## config.mk

```make
export PLATFORM = sky130hd
export DESIGN_NAME = ctrl_fsm_rv32i
export DESIGN_NICKNAME = d
export VERILOG_FILES = /design/src/rtl/ctrl_fsm_rv32i.sv
export SDC_FILE = /design/constraint.sdc
export NUM_CORES = 1
export LEC_CHECK = 0
export ABC_AREA = 1
export CORE_ASPECT_RATIO = 0.9
export CORE_MARGIN = 2
export CORE_UTILIZATION = 35
export CTS_CLUSTER_SIZE = 40
export DETAILED_ROUTE_END_ITERATION = 10
export DONT_BUFFER_PORTS = 1
export MAX_ROUTING_LAYER = met4
export PLACE_DENSITY = 0.46
export REMOVE_ABC_BUFFERS = 1
export SETUP_SLACK_MARGIN = 0.1
export SYNTH_ARGS = -nofsm -noshare
export SYNTH_HDL_FRONTEND = slang
export SYNTH_SLANG_ARGS = --single-unit
export TNS_END_PERCENT = 50
```

## constraint.sdc

```tcl
create_clock -name clk -period 2.7 [get_ports clk]
set_clock_uncertainty 0.05 [all_clocks]
set_input_delay 0.135 -clock clk [delete_from_list [all_inputs] [get_ports clk]]
set_output_delay 0.135 -clock clk [all_outputs]
set_load 0.1 [all_outputs]
```

## src/rtl/ctrl_fsm_rv32i.sv

```systemverilog
// ctrl_fsm_rv32i -- multi-cycle RV32I control unit.
//
// Sequences one instruction at a time through fetch handshake, decode,
// execute, optional data-memory access and register write-back. It also
// produces the ALU/datapath control words and the write strobes.
//
// Ports
//   clk, rst_n                     clock, async active-low reset
//   instr_valid/instr/instr_ready  fetch handshake (accept on valid & ready)
//   br_taken                       external branch comparator result
//   mem_ready                      data memory completion
//   cu_*                           registered ALU control fields
//   sel_in1/sel_in2                registered ALU operand selects
//   wb_sel, pc_sel                 write-back / next-PC selects
//   reg_we, mem_re, mem_we, pc_we  single-cycle commit strobes
//   trap, trap_cause               trap status (01 illegal, 10 mem timeout)
//
// state  | meaning
// FETCH  | instr_ready high, wait for instr_valid
// DECODE | check opcode, compute control word
// EXEC   | ALU cycle; branches resolve and commit PC here
// MEM    | hold mem_re/mem_we until mem_ready or timeout
// WB     | register write-back and PC update
// TRAP   | absorbing error state, left only by reset

module ctrl_fsm_rv32i #(
    parameter int unsigned MEM_TIMEOUT = 15
) (
    input  logic        clk,
    input  logic        rst_n,
    input  logic        instr_valid,
    input  logic [31:0] instr,
    output logic        instr_ready,
    input  logic        br_taken,
    input  logic        mem_ready,
    output logic [1:0]  cu_ALUtype,
    output logic        cu_adtype,
    output logic [1:0]  cu_gatype,
    output logic [1:0]  cu_shiftype,
    output logic        cu_sltype,
    output logic [1:0]  sel_in1,
    output logic        sel_in2,
    output logic [1:0]  wb_sel,
    output logic        pc_sel,
    output logic        reg_we,
    output logic        mem_re,
    output logic        mem_we,
    output logic        pc_we,
    output logic        trap,
    output logic [1:0]  trap_cause
);

    localparam logic [6:0] OPC_OP     = 7'b0110011;
    localparam logic [6:0] OPC_OPIMM  = 7'b0010011;
    localparam logic [6:0] OPC_LOAD   = 7'b0000011;
    localparam logic [6:0] OPC_STORE  = 7'b0100011;
    localparam logic [6:0] OPC_BRANCH = 7'b1100011;
    localparam logic [6:0] OPC_LUI    = 7'b0110111;
    localparam logic [6:0] OPC_AUIPC  = 7'b0010111;
    localparam logic [6:0] OPC_JAL    = 7'b1101111;
    localparam logic [6:0] OPC_JALR   = 7'b1100111;

    localparam int CW = $clog2(MEM_TIMEOUT + 1);
    // Counter value during the MEM_TIMEOUT-th wait cycle (counter starts at 0).
    localparam logic [CW-1:0] CNT_LAST = CW'(MEM_TIMEOUT - 1);

    typedef enum logic [2:0] {
        S_FETCH  = 3'd0,
        S_DECODE = 3'd1,
        S_EXEC   = 3'd2,
        S_MEM    = 3'd3,
        S_WB     = 3'd4,
        S_TRAP   = 3'd5
    } state_t;

    state_t          state_q, state_d;
    logic [31:0]     instr_q;
    logic [CW-1:0]   cnt_q, cnt_d;
    logic [1:0]      cause_q, cause_d;
    logic [1:0]      alu_type_q, alu_type_d;
    logic            ad_type_q, ad_type_d;
    logic [1:0]      ga_type_q, ga_type_d;
    logic [1:0]      sh_type_q, sh_type_d;
    logic            sl_type_q, sl_type_d;
    logic [1:0]      sel_in1_q, sel_in1_d;
    logic            sel_in2_q, sel_in2_d;
    logic            legal, load_instr, load_ctrl, ready_c;

    logic [6:0] opc;
    logic [2:0] funct3;
    logic       alt;
    logic       is_load, is_store, is_branch, is_jump;
    logic       unused_instr;

    assign opc       = instr_q[6:0];
    assign funct3    = instr_q[14:12];
    assign alt       = instr_q[30];
    assign is_load   = (opc == OPC_LOAD);
    assign is_store  = (opc == OPC_STORE);
    assign is_branch = (opc == OPC_BRANCH);
    assign is_jump   = (opc == OPC_JAL) || (opc == OPC_JALR);
    assign unused_instr = ^{instr_q[31], instr_q[29:15], instr_q[11:7]};

    // Control word decode from the latched instruction.
    always_comb begin
        legal      = 1'b1;
        alu_type_d = 2'b00;
        ad_type_d  = 1'b0;
        ga_type_d  = 2'b00;
        sh_type_d  = 2'b00;
        sl_type_d  = 1'b0;
        sel_in1_d  = 2'b00;
        sel_in2_d  = 1'b1;
        case (opc)
            OPC_OP, OPC_OPIMM: begin
                sel_in2_d = (opc == OPC_OPIMM);
                case (funct3)
                    3'b000: ad_type_d = (opc == OPC_OP) && alt;
                    3'b001: alu_type_d = 2'b10;
                    3'b010: alu_type_d = 2'b11;
                    3'b011: begin alu_type_d = 2'b11; sl_type_d = 1'b1; end
                    3'b100: begin alu_type_d = 2'b01; ga_type_d = 2'b10; end
                    3'b101: begin alu_type_d = 2'b10; sh_type_d = alt ? 2'b10 : 2'b01; end
                    3'b110: begin alu_type_d = 2'b01; ga_type_d = 2'b01; end
                    default: alu_type_d = 2'b01;
                endcase
            end
            OPC_LOAD, OPC_STORE, OPC_JALR: sel_in1_d = 2'b00;
            OPC_BRANCH, OPC_JAL, OPC_AUIPC: sel_in1_d = 2'b01;
            OPC_LUI: sel_in1_d = 2'b10;
            default: legal = 1'b0;
        endcase
    end

    always_comb begin
        state_d    = state_q;
        cnt_d      = cnt_q;
        cause_d    = cause_q;
        load_instr = 1'b0;
        load_ctrl  = 1'b0;
        ready_c    = 1'b0;
        reg_we     = 1'b0;
        mem_re     = 1'b0;
        mem_we     = 1'b0;
        pc_we      = 1'b0;
        pc_sel     = 1'b0;
        wb_sel     = 2'b00;
        case (state_q)
            S_FETCH: begin
                ready_c = 1'b1;
                if (instr_valid) begin
                    load_instr = 1'b1;
                    state_d    = S_DECODE;
                end
            end
            S_DECODE: begin
                if (!legal) begin
                    cause_d = 2'b01;
                    state_d = S_TRAP;
                end else begin
                    load_ctrl = 1'b1;
                    state_d   = S_EXEC;
                end
            end
            S_EXEC: begin
                if (is_load || is_store) begin
                    cnt_d   = '0;
                    state_d = S_MEM;
                end else if (is_branch) begin
                    pc_we   = 1'b1;
                    pc_sel  = br_taken;
                    state_d = S_FETCH;
                end else begin
                    state_d = S_WB;
                end
            end
            S_MEM: begin
                mem_re = is_load;
                mem_we = is_store;
                // Completion takes priority over the timeout in the last wait cycle.
                if (mem_ready) begin
                    if (is_load) begin
                        state_d = S_WB;
                    end else begin
                        pc_we   = 1'b1;
                        state_d = S_FETCH;
                    end
                end else if (cnt_q == CNT_LAST) begin
                    cause_d = 2'b10;
                    state_d = S_TRAP;
                end else begin
                    cnt_d = cnt_q + CW'(1);
                end
            end
            S_WB: begin
                reg_we  = !(is_store || is_branch);
                wb_sel  = is_load ? 2'b01 : (is_jump ? 2'b10 : 2'b00);
                pc_we   = 1'b1;
                pc_sel  = is_jump;
                state_d = S_FETCH;
            end
            S_TRAP: state_d = S_TRAP;
            default: state_d = S_FETCH;
        endcase
    end

    always_ff @(posedge clk or negedge rst_n) begin
        if (!rst_n) begin
            state_q    <= S_FETCH;
            instr_q    <= '0;
            cnt_q      <= '0;
            cause_q    <= '0;
            alu_type_q <= '0;
            ad_type_q  <= 1'b0;
            ga_type_q  <= '0;
            sh_type_q  <= '0;
            sl_type_q  <= 1'b0;
            sel_in1_q  <= '0;
            sel_in2_q  <= 1'b0;
        end else begin
            state_q <= state_d;
            cnt_q   <= cnt_d;
            cause_q <= cause_d;
            if (load_instr) instr_q <= instr;
            if (load_ctrl) begin
                alu_type_q <= alu_type_d;
                ad_type_q  <= ad_type_d;
                ga_type_q  <= ga_type_d;
                sh_type_q  <= sh_type_d;
                sl_type_q  <= sl_type_d;
                sel_in1_q  <= sel_in1_d;
                sel_in2_q  <= sel_in2_d;
            end
        end
    end

    // Gated by rst_n so instr_ready is low while reset is held.
    assign instr_ready = ready_c & rst_n;
    assign trap        = (state_q == S_TRAP);
    assign trap_cause  = cause_q;
    assign cu_ALUtype  = alu_type_q;
    assign cu_adtype   = ad_type_q;
    assign cu_gatype   = ga_type_q;
    assign cu_shiftype = sh_type_q;
    assign cu_sltype   = sl_type_q;
    assign sel_in1     = sel_in1_q;
    assign sel_in2     = sel_in2_q;

endmodule

```

==> results of run 1 <==
cell families after synthesis:
group | share of synthesized area [%]
AOI/OAI and AO/OA | 10.5
DFF | 47.3
and+or+nand+nor | 30.4
xor gates and xnor gates | 1.07
buffers and inverters | 7.86
muxes | 1.37
adders and majority gates | 1.53
per-stage QoR:
stage | instance area, µm² | setup TNS [ns] | worst slack (ns) | utilization (%)
after detailed placement | 1920 | 0 | 0.722 | 42.8
final | 2150 | 0 | 0.388 | 47.9
after global placement | 1920 | 0 | 0.684 | 42.8
after floorplan | 1610 | -3.08 | -1.78 | -
after CTS | 2150 | 0 | 0.383 | 47.9
after global routing | 2150 | 0 | 0.273 | 47.9
cell usage in the layout (no fill, tap or decap):
| master | instances |
|---|---|
| o21ai_1 | 10 |
| nand3_2 | 1 |
| buf_4 | 18 |
| nand4_1 | 3 |
| nor3_1 | 3 |
| buf_16 | 2 |
| xnor2_1 | 1 |
| a31o_2 | 1 |
| clkbuf_8 | 6 |
| nand3b_1 | 2 |
| clkinv_2 | 1 |
| dlygate4sd3_1 | 12 |
| ha_1 | 2 |
| nor2_2 | 6 |
| nor3_2 | 1 |
| buf_12 | 1 |
| o21ai_0 | 7 |
| mux2_2 | 2 |
| o21ai_4 | 1 |
| inv_2 | 1 |
| o211ai_1 | 1 |
| xor2_1 | 1 |
| nand3_1 | 12 |
| inv_1 | 25 |
| nor2_1 | 29 |
| dfrtp_1 | 31 |
| nand2_2 | 2 |
| nor4_2 | 2 |
| clkbuf_16 | 1 |
| nand2_1 | 55 |
| a21oi_1 | 11 |
worst paths after layout:
path | start | to | cells past startpoint
worst max-delay path | instr_q[4] | pc_sel | 4
worst min-delay path | instr_valid | state_q[2] | 2
worst max register to register | instr_q[0] | trap_cause[0] | 8
worst min register to register | cu_ALUtype[0] | cu_ALUtype[0] | 2
max in group asynchronous | rst_n | cnt_q[2] | 2
min in group asynchronous | rst_n | cu_ALUtype[0] | 2
sequential cells by signal, indices dropped and copies added, names as in the netlist:
name / cells
instr_q: 11
cnt_q: 4
state_q: 3
cu_ALUtype: 2
cu_gatype: 2
cu_shiftype: 2
sel_in1: 2
trap_cause: 2
cu_adtype: 1
cu_sltype: 1
sel_in2: 1
power groups by stage:
stage	clock, W	sequential, W	combinational (W)
floorplan	0	0.000852	0.000598
global placement	0	0.000707	0.000968
detailed placement	0	0.000713	0.000974
CTS	0.000374	0.000704	0.00100
global route	0.000399	0.000728	0.00110
finish	0.000362	0.000706	0.00100
routing by layer:
metal	global-route usage [%]	vias up	share of wire [%]
li1	-	754	-
met1	19.1	660	49
met2	26.3	39	44
met3	4.43	4	6.2
met4	5.45	0	0.92
met5	-	-	0
synthesized netlist by cell type (2+ instances only):
cell | n | area [µm²]
nor2_2 | 2 | 12.5
buf_6 | 2 | 22.5
nand3_1 | 12 | 60.1
o21ai_1 | 10 | 50.1
dfrtp_1 | 31 | 776
o21ai_0 | 7 | 35.0
nor3_1 | 4 | 20.0
nor2_1 | 33 | 124
mux2_2 | 2 | 22.5
inv_1 | 25 | 93.8
nand3b_1 | 2 | 15.0
nand2_1 | 55 | 206
ha_1 | 2 | 25.0
a21oi_1 | 11 | 55.1
nand2_2 | 2 | 12.5
nand4_1 | 3 | 18.8
worst max-delay path: stages, from the launching register on:
cell	delay, ns
dfrtp_1	0.42
inv_1	0.15
nand3_1	0.12
nor4_2	0.59
a31o_2	0.57
cell type report:
class	instances	area, µm²	share of cell area (%)
Tap cell	62	77.6	3.61
Clock inverter	1	5.00	0.233
Inverter	26	97.6	4.54
Multi-Input combinational cell	153	757	35.2
Clock buffer	6	82.6	3.84
Timing Repair Buffer	34	355	16.5
Sequential cell	31	776	36.1
==> impl_metrics.ini, run 1 <==
[cts]
cts_setup_buffers = 0
path_clk_slew_ns = 0.06
cts.sinks = 31
cts_buffers = 5
cts-hold-fix-buffers = 13
clk_path_buf_depth = 2
cts-root-buf = clkbuf_8
clock_latency_ns = 0.28
cts_tree = yes
cts_resized = 0
htree_num_levels = 2

[grt]
grt_pass1_wl_mm = 6.30
gr-usage-all-layers_pct = 15.9
grt.overflow.total = 0
antenna_found_initial = 0
grt_pass1_vias = 1430
grt_max_degree = 32

[sta]
hold_viol = 0
tightest_slew_ns = 0.679
setup_viol = 0
period_minus_slack_ns = 2.31
slew_headroom_pct = 54.7
whs_ns = 0.0757
rsz0062_at_grt = false
min_period_over_period_pct = 85.6
maxSlewViolCount = 0
fmax_mhz = 433

[critical_path]
arrival_ns = 2.13
crit_type = reg -> out
r2r_slack_ns = 0.84
crit_fanout = 5
required_ns = 2.52
endpoint_kind = output port
start_kind = flip-flop

[hold_path]
hold_class = in -> reg

[yosys]
synth_enable_flop_cells = 0
netlist_area_um2 = 1640
ys_types = 27
yosys_warnings = 0
avgSynthCellArea_um2 = 7.67
ys_seq_area_share_pct = 47.3
synth_async_sr_flop_share_pct = 100
synth_flop_cell = dfrtp_1
ys_seq_elements = 31
syn_inst = 214

[routing]
num_vias = 1457
first_pass_iters = 4
drc = 0
drt-initial-drc-count = 89
routed_wl_mm = 3.70
drtAntennaViolNets = 0
post_drt_wl_per_cell_um = 11.8
viasPerCell = 4.65

[pwr]
switchingPower_w = 0.00101
pwr-share-seq_pct = 34.1
power_frac_comb_pct = 48.3
power_leakage_nw = 1.06
ir_worst_vdd_v = 0.000461
clkPwrFrac_pct = 17.5
p_per_area_nw_per_um2 = 961
swShare_pct = 49.1
total_power_w = 0.00207
internal-power_w = 0.00105

[status]
outcome = finished clean

[cells_and_area]
num-fill-cells = 472
stdcell_count = 313
n_antenna_cell = 0
drive_above_1_share_pct = 18.3
syn_to_final_growth_pct = 31.1
final_nets = 290

[die]
io_pins = 59
coreArea_um2 = 4490
dieArea_um2 = 5250
die_y_um = 68.9
start_util_pct = 36.5
fp-row-count = 23
fp.dieW_um = 76.2

[placement]
io_buffers = 0
dp_hpwl_mm = 2.77
gp_congestion = 0.884
post-place-cells = 293

[flow_run]
maxCapViolCount = 0
Power figures use the tool's default switching activity.
==> run 2: changes to the inputs <==
--- a/config.mk
+++ b/config.mk
@@ -15,7 +15,7 @@
 export MAX_ROUTING_LAYER = met4
 export PLACE_DENSITY = 0.46
 export REMOVE_ABC_BUFFERS = 1
-export SETUP_SLACK_MARGIN = 0.1
+export SETUP_SLACK_MARGIN = 0.4
 export SYNTH_ARGS = -nofsm -noshare
 export SYNTH_HDL_FRONTEND = slang
 export SYNTH_SLANG_ARGS = --single-unit
==> run 2 against run 1 <==
Against the previous run: flip-flop and latch count unchanged; sequential share of layout area decreased by 0.15 points; non-clock buffer count unchanged; hold slack about the same; clock power about the same; die area unchanged; clock-buffer cell count unchanged; critical path type unchanged; largest power group unchanged; highest routed layer unchanged.
==> impl_metrics.ini, run 2 (same netlist as run 1, synthesis figures left out) <==
[cells_and_area]
syn_to_final_growth_pct = 31.7
n_antenna_cell = 0
final_nets = 290
stdcell_count = 313
final_cell_mix = 55 x nand2_1, 31 x dfrtp_1, 29 x nor2_1
largest_reg_flops = 11
regMostFlops = instr_q
finalInstanceArea_um2 = 2160
final_core_util_pct = 48.1
reg_top3 = instr_q (11), cnt_q (4), state_q (3)
mostFrequentLayoutCell = nand2_1
drive_above_1_share_pct = 18.3

[hold_path]
whs_endpoint = state_q[2]
hold_class = in -> reg
hold_start = instr_valid
min_delay_path_depth = 2

[grt]
grt.overflow.total = 0
grt_pass1_wl_mm = 6.33
gr-usage-all-layers_pct = 15.9
grt_pass1_vias = 1434
antenna_found_initial = 0
grt_max_degree = 32

[critical_path]
start_kind = flip-flop
rr_worst_depth = 8
slowest_stage = nor4_2
cpPeakStageDelay_ns = 0.57
arrival_ns = 1.97
r2r-end = trap_cause[0]
r2r_slack_ns = 0.84
path_buf_inv = 0
required_ns = 2.52
crit_type = reg -> out
r2r-start = instr_q[0]
crit_chain = nor2_1 -> nand2_1 -> nor4_2 -> a31o_4
endpoint_kind = output port
crit_fanout = 4
path_delay_family = simple AND/OR/NAND/NOR gates

[routing]
routed_wl_mm = 3.70
drt-initial-drc-count = 114
post_drt_wl_per_cell_um = 11.8
wl_met2_mm = 1.63
drc = 0
viasPerCell = 4.66
wl_met1_mm = 1.80
drtAntennaViolNets = 0
first_pass_iters = 4
num_vias = 1459
routed.top_layer = met4
met3RoutedLength_um = 236

[sta]
fmax_mhz = 463
tightest_slew_ns = 0.708
min_period_over_period_pct = 80.0
maxSlewViolCount = 0
whs_ns = 0.0757
setup_viol = 0
slew_headroom_pct = 52.4
rsz0062_at_grt = false
hold_viol = 0
period_minus_slack_ns = 2.16

[status]
outcome = finished clean

[cts]
path_clk_slew_ns = 0.06
cts_setup_buffers = 0
cts-root-buf = clkbuf_8
clock_latency_ns = 0.28
cts_buffers = 5
clk_path_buf_depth = 2
htree_num_levels = 2
cts.sinks = 31
cts_tree = yes

[placement]
dp_hpwl_mm = 2.77
place_area_um2 = 1920
gp_congestion = 0.884
post-place-cells = 293
io_buffers = 0

[pwr]
power_leakage_nw = 1.07
total_power_w = 0.00207
p_per_area_nw_per_um2 = 958
ir_worst_vdd_v = 0.000461

[die]
die_y_um = 68.9
fp.dieW_um = 76.2
dieArea_um2 = 5250
fp-row-count = 23
io_pins = 59
coreArea_um2 = 4490
start_util_pct = 36.5

[flow_run]
maxCapViolCount = 0
run 2: cell counts in the layout (fill, tap and decap cells not counted):
No cell type changed its count.
run 2: worst max-delay path by stage:
stage | startpoint | end | slack (ns) | depth (start not counted)
final | state_q[1] | pc_sel | 0.54 | 4
after CTS | state_q[1] | pc_sel | 0.53 | 4
after detailed placement | state_q[1] | pc_sel | 0.72 | 4
after global placement | instr_q[4] | pc_sel | 0.68 | 4
after floorplan | instr_q[4] | pc_sel | -1.78 | 4
after global routing | state_q[1] | pc_sel | 0.43 | 4
run 2: stage by stage:
stage | worst slack, ns | TNS (ns)
6_report | 0.541 | 0
5_1_grt | 0.432 | 0
4_1_cts | 0.533 | 0
3_5_place_dp | 0.722 | 0
3_3_place_gp | 0.684 | 0
2_1_floorplan | -1.78 | -3.08
run 2: report_power, final:
group / switching (W) / internal, W / total [W]
combinational: 0.000739 / 0.000262 / 0.00100
sequential: 0.000114 / 0.000592 / 0.000706
clock: 0.000162 / 0.000200 / 0.000361
run 2: per-layer routing:
layer | vias to the layer above | track usage [%]
li1 | 752 | -
met1 | 662 | 19.3
met2 | 41 | 26.3
met3 | 4 | 4.43
met4 | 0 | 5.45
met5 | - | -
run 2: what timing repair did:
action                                  CTS  global route
gates resized for setup                   1             0
hold buffers                             13             0
hold endpoints to repair                 42             0
endpoints found under the setup margin    1             0
run 2: final cells by class:
type                       count  area [µm²]
clock buffer                   6        82.6
clock inverter                 1        5.00
fill                         469        2330
inverter                      26        97.6
multi-input combinational    153         766
sequential                    31         776
tap                           62        77.6
timing repair buffer          34         355
==> run 3: changes to the inputs <==
--- a/config.mk
+++ b/config.mk
@@ -5,7 +5,7 @@
 export SDC_FILE = /design/constraint.sdc
 export NUM_CORES = 1
 export LEC_CHECK = 0
-export ABC_AREA = 1
+export ABC_AREA = 0
 export CORE_ASPECT_RATIO = 0.9
 export CORE_MARGIN = 2
 export CORE_UTILIZATION = 35
==> constraint.sdc (replaced) <==
create_clock -name clk -period 2 [get_ports clk]
set_clock_uncertainty 0.05 [all_clocks]
set_input_delay 0.1 -clock clk [delete_from_list [all_inputs] [get_ports clk]]
set_output_delay 0.1 -clock clk [all_outputs]
set_load 0.1 [all_outputs]
==> run 3 against run 2 <==
Against the previous run: synthesized cell count fell by 21%; flip-flop and latch count is the same; clock power is 37% higher; sequential power increased by 59%; core utilization up 6.7 points; design area increased by 22%; critical path depth is 1 higher; clock-buffer cell count unchanged.
==> impl_metrics.ini, run 3 <==
[status]
outcome = finished clean

[die]
dieArea_um2 = 5510
fp-row-count = 24
coreArea_um2 = 4800
die_y_um = 70.6
io_pins = 59
start_util_pct = 35.9
fp.dieW_um = 78.0

[yosys]
ys_seq_area_share_pct = 44.9
synth_enable_flop_cells = 0
synth_top_area_cell = dfrtp_1
yosysMostFrequentCell = dfrtp_1
yosys_warnings = 0
synth_flop_cell = dfrtp_1
netlist_area_um2 = 1730
ys_types = 47
ys_top_cells_by_count = 31 x dfrtp_1, 17 x nand2_1, 9 x inv_1
syn_inst = 169
synth_async_sr_flop_share_pct = 100
ys_seq_elements = 31
synth_area_leaders = dfrtp_1 45%, mux2_2 5.2%, nand2_1 3.7%, o2bb2ai_1 3.6%, mux2i_1 3.5%
avgSynthCellArea_um2 = 10.2
yosysTopAreaCellShare_pct = 44.9

[cts]
clk_path_buf_depth = 2
cts_buffers = 5
cts.sinks = 31
path_clk_slew_ns = 0.06
clock_latency_ns = 0.28
cts_tree = yes
cts-root-buf = clkbuf_8
htree_num_levels = 2

[cells_and_area]
regMostFlops = instr_q
n_antenna_cell = 0
drive_above_1_share_pct = 45.4
syn_to_final_growth_pct = 52.6
final_cell_mix = 34 x buf_4, 25 x dfrtp_1, 16 x nand2_1
final_nets = 268
largest_reg_flops = 11
stdcell_count = 294
reg_top3 = instr_q (11), cnt_q (4), state_q (3)
mostFrequentLayoutCell = buf_4

[placement]
io_buffers = 0
post-place-cells = 259
gp_congestion = 0.788
dp_hpwl_mm = 2.81

[routing]
viasPerCell = 5.09
post_drt_wl_per_cell_um = 14.7
num_vias = 1496
drc = 0
routed_wl_mm = 4.33
first_pass_iters = 4
drt-initial-drc-count = 59
drtAntennaViolNets = 0

[sta]
hold_viol = 0
tightest_slew_ns = 0.307
min_period_over_period_pct = 91.2
setup_viol = 0
slew_headroom_pct = 79.4
maxSlewViolCount = 0
fmax_mhz = 548
rsz0062_at_grt = true
period_minus_slack_ns = 1.82

[critical_path]
r2r-start = state_q[1]
r2r-end = instr_q[30]
arrival_ns = 1.67
required_ns = 1.85
crit_type = reg -> out
crit_fanout = 5
endpoint_kind = output port
start_kind = flip-flop
rr_worst_depth = 5
r2r_slack_ns = 0.31

[hold_path]
whs_endpoint = state_q[2]
hold_class = in -> reg
hold_start = instr_valid
min_delay_path_depth = 4

[pwr]
p_per_area_nw_per_um2 = 1420
total_power_w = 0.00375
power_leakage_nw = 1.17
ir_worst_vdd_v = 0.000801

[grt]
use_met3_pct = 3.32
grt-busiest-layer = met2
grt_pass1_wl_mm = 7.13
grt_max_degree = 32
use_met2_pct = 28.1
grt.met1_usage_pct = 20.5
grt_pass1_vias = 1518
gr-usage-all-layers_pct = 17.0
antenna_found_initial = 0
grt.overflow.total = 0

[flow_run]
maxCapViolCount = 0
-- run 3: routing by layer --
| metal | vias to the layer above | share of wire (%) |
|---|---|---|
| li1 | 734 | - |
| met3 | 9 | 4.1 |
| met1 | 713 | 45 |
| met4 | 0 | 2.4 |
| met5 | - | 0 |
| met2 | 40 | 48 |
-- run 3: cells by family after synthesis --
kind of cell	synth area share, %
simple gates	22.3
compound gates	14.1
flops	44.9
buf+inv	5.51
mux	11.7
fa+ha+maj	1.45
-- run 3: area by class of cell --
class | count | area, µm²
Inverter | 11 | 43.8
Multi-Input combinational cell | 119 | 1020
Fill cell | 414 | 2170
Timing Repair Buffer | 61 | 619
Clock buffer | 6 | 82.6
Tap cell | 65 | 81.3
Sequential cell | 31 | 783
Clock inverter | 1 | 5.00
-- run 3: worst max-delay path, stage by stage (launching register included) --
cell       delay, ns
dfrtp_2         0.45
nand4bb_4       0.27
nor3_2          0.14
buf_4           0.15
and3_1          0.20
buf_12          0.18
-- run 3: worst max path at each step --
stage / startpoint / to / slack [ns]
2_1_floorplan: state_q[0] / wb_sel[1] / -1.84
3_3_place_gp: instr_q[6] / sel_in2 / 0.28
3_5_place_dp: instr_q[3] / cu_shiftype[1] / 0.27
4_1_cts: instr_q[5] / pc_we / 0.15
5_1_grt: instr_q[3] / wb_sel[0] / 0.11
6_report: instr_q[3] / mem_we / 0.18
-- run 3: timing repair --
item | CTS | global route
gates cloned | 0 | 1
setup buffers | 11 | 2
hold buffers | 14 | 0
hold endpoints to repair | 44 | 0
pin swaps | 7 | 5
resized for setup | 28 | 19
setup endpoints to repair | 25 | 30
-- run 3: through the flow --
stage               util, %  hold WS, ns  worst slack [ns]  area (µm²)  TNS [ns]
global route           54.8       0.0802             0.106        2640         0
CTS                    52.8       0.0484             0.150        2540         0
global placement       43.5       -0.245             0.280        2090         0
finish                 54.8       0.0525             0.176        2640         0
detailed placement     43.5       -0.245             0.266        2090         0
floorplan                 -       -0.246             -1.84        1670     -4.62
-- run 3: power breakdown --
| part | total (W) | internal, W | switching [W] | leakage (nW) |
|---|---|---|---|---|
| sequential | 0.00112 | 0.000847 | 0.000270 | 0.374 |
| combinational | 0.00213 | 0.000883 | 0.00125 | 0.745 |
| clock | 0.000495 | 0.000269 | 0.000226 | 0.0470 |
| total | 0.00375 | 0.00200 | 0.00175 | 1.17 |
